File: src/rtl/mem_arb_pkg.sv
// rtl/mem_arb_pkg.sv - shared types and constants for the data memory arbiter
package mem_arb_pkg;

  // Arbiter sequencing: sample requests, strobe memory, report completion
  typedef enum logic [1:0] {
    IDLE   = 2'd0,
    ACCESS = 2'd1,
    DONE   = 2'd2
  } arb_state_t;

  // Number of addressable words when the instantiating design does not override it
  localparam int unsigned MEM_DEPTH_DEFAULT = 256;

endpackage

File: src/rtl/mem_rr_pick.sv
// rtl/mem_rr_pick.sv - two-way round-robin winner selection
module mem_rr_pick
  import mem_arb_pkg::*;
(
  input  logic i_req0,
  input  logic i_req1,
  input  logic i_last,
  output logic o_id,
  output logic o_valid
);

  // A lone requester wins outright; on a tie the port not served last wins
  always_comb begin
    o_valid = i_req0 | i_req1;
    o_id    = 1'b0;
    if (i_req0 && i_req1) begin
      o_id = ~i_last;
    end else if (i_req1) begin
      o_id = 1'b1;
    end
  end

endmodule

File: src/rtl/data_mem_arbiter.sv
// rtl/data_mem_arbiter.sv - two-port round-robin arbiter in front of a single data memory
module data_mem_arbiter
  import mem_arb_pkg::*;
#(
  parameter int unsigned ADDR_W    = 32,
  parameter int unsigned DATA_W    = 32,
  parameter int unsigned MEM_DEPTH = MEM_DEPTH_DEFAULT
) (
  input  logic              clk,
  input  logic              rst_n,
  input  logic              p0_req,
  input  logic              p0_we,
  input  logic [ADDR_W-1:0] p0_addr,
  input  logic [DATA_W-1:0] p0_wdata,
  output logic              p0_ack,
  output logic              p0_err,
  output logic [DATA_W-1:0] p0_rdata,
  input  logic              p1_req,
  input  logic              p1_we,
  input  logic [ADDR_W-1:0] p1_addr,
  input  logic [DATA_W-1:0] p1_wdata,
  output logic              p1_ack,
  output logic              p1_err,
  output logic [DATA_W-1:0] p1_rdata,
  output logic [ADDR_W-1:0] mem_address,
  output logic [DATA_W-1:0] mem_write_data,
  output logic              mem_read,
  output logic              mem_write,
  input  logic [DATA_W-1:0] mem_read_data
);

  // One extra bit so a depth equal to 2**ADDR_W still compares correctly
  localparam logic [ADDR_W:0] LP_DEPTH = (ADDR_W+1)'(MEM_DEPTH);

  arb_state_t        r_state;
  arb_state_t        w_state_nxt;
  logic              r_last;
  logic              r_id;
  logic              r_we;
  logic              r_oor;
  logic [ADDR_W-1:0] r_addr;
  logic [DATA_W-1:0] r_wdata;
  logic              r_p0_ack;
  logic              r_p1_ack;
  logic              r_p0_err;
  logic              r_p1_err;
  logic [DATA_W-1:0] r_p0_rdata;
  logic [DATA_W-1:0] r_p1_rdata;

  logic              w_pick_id;
  logic              w_pick_valid;
  logic              w_grant;
  logic              w_respond;
  logic              w_mem_read;
  logic              w_mem_write;
  logic [ADDR_W-1:0] w_sel_addr;
  logic [DATA_W-1:0] w_sel_wdata;
  logic              w_sel_we;
  logic              w_sel_oor;

  mem_rr_pick u_pick (
    .i_req0  (p0_req),
    .i_req1  (p1_req),
    .i_last  (r_last),
    .o_id    (w_pick_id),
    .o_valid (w_pick_valid)
  );

  assign w_sel_addr  = w_pick_id ? p1_addr  : p0_addr;
  assign w_sel_wdata = w_pick_id ? p1_wdata : p0_wdata;
  assign w_sel_we    = w_pick_id ? p1_we    : p0_we;
  assign w_sel_oor   = ({1'b0, w_sel_addr} >= LP_DEPTH);

  // State register
  always_ff @(posedge clk or negedge rst_n) begin
    if (!rst_n) begin
      r_state <= IDLE;
    end else begin
      r_state <= w_state_nxt;
    end
  end

  // Next state plus the single-cycle controls each state produces
  always_comb begin
    w_state_nxt = r_state;
    w_grant     = 1'b0;
    w_respond   = 1'b0;
    w_mem_read  = 1'b0;
    w_mem_write = 1'b0;
    case (r_state)
      IDLE: begin
        if (w_pick_valid) begin
          w_state_nxt = ACCESS;
          w_grant     = 1'b1;
        end
      end
      ACCESS: begin
        w_state_nxt = DONE;
        w_respond   = 1'b1;
        w_mem_read  = ~r_we & ~r_oor;
        w_mem_write =  r_we & ~r_oor;
      end
      DONE: begin
        w_state_nxt = IDLE;
      end
      default: begin
        w_state_nxt = IDLE;
      end
    endcase
  end

  // Capture the winning request so later input changes cannot disturb it
  always_ff @(posedge clk or negedge rst_n) begin
    if (!rst_n) begin
      r_id    <= 1'b0;
      r_we    <= 1'b0;
      r_oor   <= 1'b0;
      r_addr  <= '0;
      r_wdata <= '0;
    end else if (w_grant) begin
      r_id    <= w_pick_id;
      r_we    <= w_sel_we;
      r_oor   <= w_sel_oor;
      r_addr  <= w_sel_addr;
      r_wdata <= w_sel_wdata;
    end
  end

  // Completion: ack/err become visible during DONE together with fresh read data
  always_ff @(posedge clk or negedge rst_n) begin
    if (!rst_n) begin
      r_p0_ack   <= 1'b0;
      r_p1_ack   <= 1'b0;
      r_p0_err   <= 1'b0;
      r_p1_err   <= 1'b0;
      r_p0_rdata <= '0;
      r_p1_rdata <= '0;
    end else begin
      r_p0_ack <= 1'b0;
      r_p1_ack <= 1'b0;
      r_p0_err <= 1'b0;
      r_p1_err <= 1'b0;
      if (w_respond) begin
        if (r_id == 1'b0) begin
          r_p0_ack <= 1'b1;
          r_p0_err <= r_oor;
          if (!r_we) begin
            r_p0_rdata <= r_oor ? '0 : mem_read_data;
          end
        end else begin
          r_p1_ack <= 1'b1;
          r_p1_err <= r_oor;
          if (!r_we) begin
            r_p1_rdata <= r_oor ? '0 : mem_read_data;
          end
        end
      end
    end
  end

  // Remember who was served so the next tie goes to the other port
  always_ff @(posedge clk or negedge rst_n) begin
    if (!rst_n) begin
      r_last <= 1'b1;
    end else if (r_state == DONE) begin
      r_last <= r_id;
    end
  end

  assign mem_address    = r_addr;
  assign mem_write_data = r_wdata;
  assign mem_read       = w_mem_read;
  assign mem_write      = w_mem_write;
  assign p0_ack         = r_p0_ack;
  assign p1_ack         = r_p1_ack;
  assign p0_err         = r_p0_err;
  assign p1_err         = r_p1_err;
  assign p0_rdata       = r_p0_rdata;
  assign p1_rdata       = r_p1_rdata;

endmodule

File: config.mk
export PLATFORM = sky130hd
export DESIGN_NAME = data_mem_arbiter
export DESIGN_NICKNAME = d
export VERILOG_FILES = /design/src/rtl/mem_arb_pkg.sv /design/src/rtl/mem_rr_pick.sv /design/src/rtl/data_mem_arbiter.sv
export SDC_FILE = /design/constraint.sdc
export NUM_CORES = 1
export LEC_CHECK = 0
export ABC_AREA = 0
export CAP_MARGIN = 30
export CORE_AREA = 2 2 131 133
export CTS_CLUSTER_DIAMETER = 60
export DETAILED_ROUTE_END_ITERATION = 6
export DIE_AREA = 0 0 133 135
export HOLD_SLACK_MARGIN = 0.08
export PLACE_DENSITY = 0.85
export SLEW_MARGIN = 0
export SYNTH_ARGS = -nofsm -noshare
export SYNTH_HDL_FRONTEND = slang
export SYNTH_SLANG_ARGS = --single-unit
File: constraint.sdc
create_clock -name clk -period 1.4 [get_ports clk]
set_input_delay 0.14 -clock clk [delete_from_list [all_inputs] [get_ports clk]]
set_output_delay 0.14 -clock clk [all_outputs]
set_load 0.02 [all_outputs]
==> results of run 1 <==
-- logic make-up (layout without fill, tap and decap cells) --
kind of cell           count (synthesis)  after routing
DFF                                  138            138
and+or+nand+nor                      192            192
buffers and inverters                 41            407
muxes                                 66             66
AOI/OAI and AO/OA                    133            133
-- critical path: stages, from the launching register on --
cell,delay (ns)
dfrtp_1,0.38
nand2b_4,0.16
or3_4,0.47
clkbuf_16,0.24
nand2_1,0.11
o21ai_2,0.06
-- per-layer routing --
layer | part of all wire, % | up-vias
met5 | 0 | -
li1 | - | 2667
met4 | 1.8 | 0
met3 | 8.3 | 34
met2 | 52 | 272
met1 | 38 | 2774
-- cell usage after synthesis --
master / n / area share, %
and3_1: 1 / 0.10
nand4b_1: 2 / 0.29
nand4_1: 2 / 0.21
a21boi_1: 1 / 0.12
nor2_1: 2 / 0.12
and2_1: 2 / 0.21
clkbuf_1: 14 / 0.87
nand2_1: 133 / 8.3
nand2b_1: 33 / 3.4
o21ai_2: 28 / 4.1
nor3_1: 1 / 0.083
nand3b_2: 1 / 0.19
nand2b_4: 1 / 0.23
nor3b_1: 1 / 0.12
o21ai_1: 3 / 0.25
dfstp_2: 1 / 0.43
a22oi_1: 1 / 0.12
mux2i_1: 65 / 11
o21ai_0: 100 / 8.3
buf_2: 10 / 0.83
buf_4: 1 / 0.12
or3_1: 1 / 0.10
dfrtp_1: 137 / 57
inv_1: 2 / 0.12
buf_6: 14 / 2.6
nor4_1: 12 / 1.2
mux2_2: 1 / 0.19
-- flip-flops by register name, indices dropped and copies added, names as in the netlist, 2 cells and up --
register        count
r_state             2
p0_rdata           32
mem_address        32
p1_rdata           32
mem_write_data     32
-- worst min path at each step --
stage                     depth (start not counted)                end  slack, ns
final                                             2       p0_rdata[20]       0.21
after global routing                              2       p1_rdata[20]       0.25
after CTS                                         2  mem_write_data[0]       0.23
after detailed placement                          1       p0_rdata[20]       0.08
after global placement                            1       p0_rdata[20]       0.08
after floorplan                                   0     mem_address[0]      -0.16
-- final cells by class --
| cell class | instances | area, um^2 |
|---|---|---|
| repair buffers | 373 | 3880 |
| flip-flops and latches | 138 | 3456 |
| well taps | 220 | 275.3 |
| multi-input cells | 391 | 2606 |
| clock inverters | 12 | 173.9 |
| fillers | 1230 | 5569 |
| inverters | 2 | 10.01 |
| clock buffers | 20 | 436.7 |
-- per-stage QoR --
stage          cell area [um^2]  util, %  instances  power, uW  setup WS [ns]
2_1_floorplan              6048        -        570      11860        0.02449
3_3_place_gp               9598    58.50       1102      16960        -0.2456
3_5_place_dp               9598    58.50       1102      17230        -0.3179
4_1_cts                   10160    61.95       1139      21210        -0.1689
5_1_grt                   10840    66.06       1156      23890        -0.1748
6_report                  10840    66.06       1156      22700        -0.1395
-- power groups by stage --
| stage | combinational [uW] | clock [uW] | sequential (uW) |
|---|---|---|---|
| global route | 11900 | 4990 | 6990 |
| CTS | 9770 | 4780 | 6660 |
| detailed placement | 10500 | 0 | 6740 |
| finish | 11200 | 4720 | 6800 |
| floorplan | 3320 | 0 | 8540 |
| global placement | 10300 | 0 | 6680 |
-- repair_timing --
item                                    CTS  global route
hold buffers                              1             0
endpoints found under the hold margin   138             0
pin swaps                                 3            31
setup buffers                             1             2
endpoints found under the setup margin  230            93
cloned                                    3            15
resized for setup                       154           172
==> metrics list, run 1 <==
- Sequential cells account for 29.9% of the total power.
* Kind of capture point of the worst setup path: register
- Residual DRC: 0
- A synthesized cell averages 10.61 um^2.
* Area added between synthesis and finish: 79.19%
- The critical path ends at p0_rdata[30].
- By area, the combinational part of the netlist is dominated by simple AND/OR/NAND/NOR gates.
* Kind of start point of the critical path: register
- In this run the tightest slew margin relative to its limit is 72.72%.
- Die boundary width: 133 um
* First-pass detailed-route iteration total: 4
- The initial antenna violation count is 0.
- In the global route stage, overall resource usage came out at 21.88%.
* Top Usage Layer GRT: met2
* Clk_lat worst skew: 0.41 ns
* Crit path arrival time: 1.84 ns
- Number of distinct standard cells referenced by the synthesized netlist: 27
- Share of synthesized area spent on multiplexers: 10.94%
- During synthesis, Yosys emitted a total of 0 warnings.
- At the worst endpoint, the required time is 1.70 ns.
* Synth Cell Area: 6048 um^2
- Max Slew Vio Count: 0
- Xor-xnor portion of the synthesized cell area: 0%
- Yosys reg bits: 138
- Cell internal power was estimated by the tool at 13,610 uW.
- Of the total synthesized cell area, the portion taken by full adders, half adders and majority gates is 0%.
- Total leakage power: 0.005187 uW
- The first global-routing pass estimated 30.38 mm of wire.
* Crit Path Class: reg2reg
- The setup check on the worst reg-to-reg path leaves a slack of -0.14 ns.
- Summed over all failing endpoints, the final setup total negative slack is -3.481 ns.
- Number of antenna-violating nets in the routed design: 0
* Drt wl/cell: 19.27 um
- Per-cell via count in the routed design: 4.971
- H-Tree Depth: 4
- The final number of hold-violating endpoints came to 0.
- Timing would allow up to 649.6 MHz.
- Global Route met1 Usage: 25.56%
- Count of cells along the worst register-to-register path: 5
* Switch Pwr: 9093 uW
- Net switching is 40.05% of the power.
* Final net count: 1,089
* Clk pwr share: 20.8%
- Vias post-DR: 5,747
- First DRT Iteration DRCs: 229
- Library cell used as clock root buffer: clkbuf_16
* Core region area: 16,410 um^2
* Worst Setup Slack, final: -0.1395 ns
* Routability-driven placement congestion ratio: 0.8711
* Complex-gate fraction of the synthesized area: 12.83%
* Fraction of the yosys area taken by sequential cells: 57.12%
* CTS tree: yes
- Clock-pin slew was measured on the worst setup and hold paths at 0.06 ns.
* Hold WC Path Type: in2async
- Leaving out fill and tap cells, the most frequent cell in the layout is clkdlybuf4s50_1.
* Fraction of the cycle the final worst path needs: 110.0%
- The worst register-to-register path ends at p0_rdata[30].
- Violated checks: setup timing
* Critical path peak fanout: 8
- Sinks on the clock net: 138
- Layout Skew: 0.005523 ns
- The number of global-route vias before repair is 5,593.
- For met3 alone, demand over resource in global routing was 7.733%.
- Tmin final: 1.539 ns
* Global-route track usage on met2: 38.28%
- For the pin with the worst max-slew slack, the measured transition is 0.4092 ns.
* Die extent in y: 135 um
- The count of buffers added on input and output ports is 299.
* RSZ-0062 raised after global routing: true
- Power density cells: 2095 nW/um^2
- Buffers inserted during clock tree synthesis total 17.
* Simple logic cell fraction of the synthesized area: 14.56%
- Cells after Synth: 570
- Setup violations remaining at the end of the flow were counted as 86.
- Final global-route overflow total: 0
- For this configuration, the core starts out at a cell density of 36.86%.
- Count of maximum capacitance violations: 0
- The flow ran to the end, but the final reports show violations.
* Critical path startpoint: r_state[1]
- Combinational logic burns 49.3% of the power.
- Final WL: 22.27 mm
- The floorplan has 47 rows.
- In the layout the commonest cells are clkdlybuf4s50_1, dfrtp_1, dlygate4sd2_1.
- Syn nets: 736
- The die covers 17,960 um^2.
- The worst register-to-register path begins at r_state[1].
- Share of post-route cells with drive strength above 1: 19.98%
- Maximum number of pins on one net before global-route repair: 65
- Number of diodes: 0
* Final Hold Slack: 0.2147 ns
- CTS max path bufs: 2
* IO Pins: 300
- The HPWL after detailed placement is 14.46 mm.
* Worst VDD drop: 0.0009165 V
Note: power is estimated with default switching activity, not from simulation.
==> inputs of run 2 (changes only) <==
--- a/config.mk
+++ b/config.mk
@@ -8,12 +8,13 @@
 export ABC_AREA = 0
 export CAP_MARGIN = 30
 export CORE_AREA = 2 2 131 133
-export CTS_CLUSTER_DIAMETER = 60
+export CTS_CLUSTER_DIAMETER = 200
 export DETAILED_ROUTE_END_ITERATION = 6
 export DIE_AREA = 0 0 133 135
 export HOLD_SLACK_MARGIN = 0.08
-export PLACE_DENSITY = 0.85
+export PLACE_DENSITY = 0.84
 export SLEW_MARGIN = 0
 export SYNTH_ARGS = -nofsm -noshare
 export SYNTH_HDL_FRONTEND = slang
+export SYNTH_HIERARCHICAL = 1
 export SYNTH_SLANG_ARGS = --single-unit
==> run 2 against run 1 <==
The run still ends with setup timing left. Cell area rose by 7.9%. Largest power group unchanged. First-iteration DRC count rose by 50%. Fmax fell by 9.3%. Sequential share of layout area fell by 2.4 points. Worst setup slack got worse by 0.16 ns. Via count rose by 6.9%. Power rose by 15%. Combinational power rose by 24%.
==> metrics list, run 2 <==
- The run finished, with violations left.
- The final reports fail on setup timing.
- Clk pwr share: 17.3% (-3.5 points)
* IO Port Bufs: 299 (unchanged)
- Crit Path Class: reg2reg
- The number of placement rows is 47 (unchanged).
* Cells after Synth: 573 (+0.53%)
* Share of post-route cells with drive strength above 1: 33.72% (+14 points)
- Most common library cell in the layout ignoring fill and taps: clkdlybuf4s50_1
- Met3 Resource Use GR: 7.432% (-0.30 points)
- The top cell types in the final layout, fill and taps aside, are clkdlybuf4s50_1, dfrtp_1, dlygate4sd2_1.
* Die extent in y: 135 um (unchanged)
- TritonCTS built the clock tree.
- Async set-reset flop share out of synthesis: 100.0% (unchanged)
- The mean post-synth cell area came to 10.25 um^2 (-3.4%).
- Syn nets: 739 (+0.41%)
* Global Route met1 Usage: 27.75% (+2.2 points)
- Number of enable flip-flop cells after synthesis: 0 (unchanged)
- Switching share of power: 41.65% (+1.6 points)
- The depth of the worst register-to-register path came to 5 (unchanged).
- From synthesis to final layout, the design area changed by 99.17%.
* Switch Pwr: 10,830 uW (+19%)
- The detailed router's first-iteration violation count came to 343 (+50%).
- Area fraction of the dominant cell type after synthesis: 58.37% (+1.7 points)
- The flip-flop and latch count after synthesis was 138 (unchanged).
* CTS clk-pin slew, worst paths: 0.07 ns (about the same)
- Critical path peak fanout: 4 (-4)
- The final number of hold-violating endpoints is 0 (unchanged).
* Most frequent cells after synthesis: dfrtp_1, nand2_1, nor2_1, a21oi_1, mux2i_1
- Number of antenna-violating nets in the routed design: 0 (unchanged)
- Worst VDD drop: 0.001065 V (+16%)
- The routed wire length came to 24.68 mm (+11%).
* Drt wl/cell: 21.22 um (+10%)
* Maximum number of pins on one net before global-route repair: 65 (unchanged)
- Actual transition at the worst max-transition pin: 0.3932 ns (-0.01606 ns)
- Total CTS buffers: 17 (unchanged)
* P_int: 15,180 uW (+12%)
* Kind of capture point of the worst setup path: register
* Sinks on the clock net: 138 (unchanged)
- Terminus of the critical flop-to-flop path: r_oor
- Area leader, netlist: dfrtp_1
* Pre-CTS setup slack: -0.5758 ns (-0.2580 ns)
* Most frequent cell after synthesis: dfrtp_1
- The maximum clock frequency is 589.3 MHz (-9.3%).
* Relative contribution of sequential cells to total power: 29.1% (-0.8 points)
- Global-route track usage on met2: 43.90% (+5.6 points)
- The number of nets in the layout came to 1,096 (+0.64%).
- Combined global-route utilization of all metal layers: 24.33% (+2.4 points)
- Tmin final: 1.697 ns (+0.1576 ns)
- The cell area after technology mapping is 5873 um^2 (-2.9%).
- Initial Util: 35.80% (-1.1 points)
- The number of violations of the max-capacitance limit is 0 (unchanged).
* Per-cell via count in the routed design: 5.283 (+6.3%)
- Synth area leaders: dfrtp_1, mux2i_1, a21oi_1
- The tree is rooted in a clkbuf_16.
* Worst slew slack as a fraction of its limit: 73.55% (+0.83 points)
- Residual DRC: 0 (unchanged)
- Die boundary width: 133 um (unchanged)
- The number of global-route vias before repair is 6,168 (+10%).
- Vias post-DR: 6,144 (+6.9%)
- Layout Cell Area excl Fill: 11,700 um^2 (+7.9%)
- The setup TNS is -15.05 ns (-11.57 ns).
- Worst Setup Slack, final: -0.2970 ns (-0.1576 ns)
* Post-detailed-placement cell area: 9319 um^2 (-2.9%)
- Warning count from the yosys run: 6 (+6)
* Critical register-to-register path startpoint: r_last
- The last weighted congestion value of the routability-driven placer came to 0.8414 (-3.4%).
- Number of diodes: 0 (unchanged)
- IO Pins: 300 (unchanged)
- Core region area: 16,410 um^2 (unchanged)
- Final global-route overflow total: 0 (unchanged)
* Flop2flop setup slack: -0.30 ns (-0.16 ns)
- The clock latency at the later pin of the worst-skew pair was 0.42 ns (about the same).
* Final number of setup-violating endpoints: 133 (+55%)
- STA classifies the critical path startpoint as a register.
- H-Tree Depth: 4 (unchanged)
- After global routing, the most crowded layer is met2.
* Core Util, Final: 71.30% (+5.2 points)
- First-pass detailed-route iteration total: 4 (unchanged)
- The maximum number of buffers from clock root to sink came to 2 (unchanged).
- Combinational share of power: 53.6% (+4.3 points)
- The data required time of the critical path was 1.70 ns (about the same).
- Max Slew Vio Count: 0 (unchanged)
* Crit path arrival time: 1.99 ns (+0.15 ns)
- RSZ-0062 raised after global routing: true
- In this run the worst hold path is classified as in2async.
- Main synth FF type: dfrtp_1
- The power density over the cells was 2224 nW/um^2 (+6.2%).
- Antenna violations before repair: 0 (unchanged)
- Total leakage power: 0.005083 uW (-2.0%)
- The number of unique standard cell types used by synthesis came to 31 (+15%).
- The wire length of the first global-routing pass was 33.55 mm (+10%).
- The die outline area came to 17,960 um^2 (unchanged).
- The post-synthesis sequential area ratio is 58.82% (+1.7 points).
* Post-detail-place hpwl: 13.25 mm (-8.3%)
- The final period utilization was 121.2% (+11 points).
- Layout Skew: 0.006949 ns (+0.001425 ns)
[run 2: cell types whose count changed after synthesis, moves of 10 or more]
| cell | change |
|---|---|
| o21ai_0 | -99 |
| nor2_1 | +66 |
| a21oi_1 | +65 |
| nand2_1 | -65 |
| o21ai_1 | +61 |
| o21ai_2 | -28 |
| buf_6 | -13 |
| clkbuf_1 | +10 |
[run 2: critical path, cell delays in order (launching register included)]
cell	delay, ns
dfstp_2	0.56
a21boi_4	0.07
or4_1	0.41
o22a_1	0.21
a221oi_2	0.20
a31oi_1	0.11
[run 2: repair_timing]
action                                  in CTS  in global routing
gates cloned                                19                 10
endpoints found under the setup margin     234                134
hold endpoints to repair                   138                  0
resized for setup                          291                202
hold buffers                                 1                  0
pin swaps                                   38                 45
buffers inserted                            22                  6
[run 2: worst max path at each step]
stage	to	from	cells after the start	slack, ns
after detailed placement	r_oor	p1_req	7	-0.58
after floorplan	r_oor	r_last	6	-0.23
after CTS	r_oor	r_last	5	-0.27
final	r_oor	r_last	5	-0.30
after global placement	r_oor	p1_req	6	-0.48
after global routing	r_oor	r_last	5	-0.32
[run 2: cell families (layout without fill, tap and decap cells)]
group | count (synthesis) | in the layout | synth area share [%]
mux | 67 | 67 | 11.46
buf+inv | 41 | 411 | 3.068
simple gates | 193 | 193 | 14.93
flops | 138 | 138 | 58.82
compound gates | 134 | 134 | 11.72
[run 2: metrics by stage]
step | power [uW] | instances | hold slack [ns]
6_report | 26020 | 1163 | 0.2097
5_1_grt | 27130 | 1163 | 0.2148
4_1_cts | 24020 | 1158 | 0.1747
3_5_place_dp | 17410 | 1084 | 0.05688
3_3_place_gp | 17140 | 1084 | 0.05349
2_1_floorplan | 11910 | 573 | -0.1556
[run 2: power by group through the flow]
stage / Sequential, uW / Combinational, uW / Clock [uW]
after floorplan: 9150 / 2760 / 0
after global placement: 6910 / 10200 / 0
after detailed placement: 6980 / 10400 / 0
after CTS: 7070 / 12400 / 4530
after global routing: 7770 / 14600 / 4720
final: 7570 / 13900 / 4500
[run 2: layout make-up]
cell class                      instances  area [um^2]
Clock buffer                           18        439.2
Sequential cell                       138         3455
Clock inverter                         14        147.6
Tap cell                              220        275.3
Multi-Input combinational cell        394         3231
Timing Repair Buffer                  378         4144
Inverter                                1        6.256
Fill cell                            1079         4710
[run 2: layer usage]
layer | vias up | wire (um)
met5 | - | 0
met4 | 0 | 866
met3 | 72 | 1928
met2 | 333 | 12670
met1 | 3038 | 9220
li1 | 2701 | -
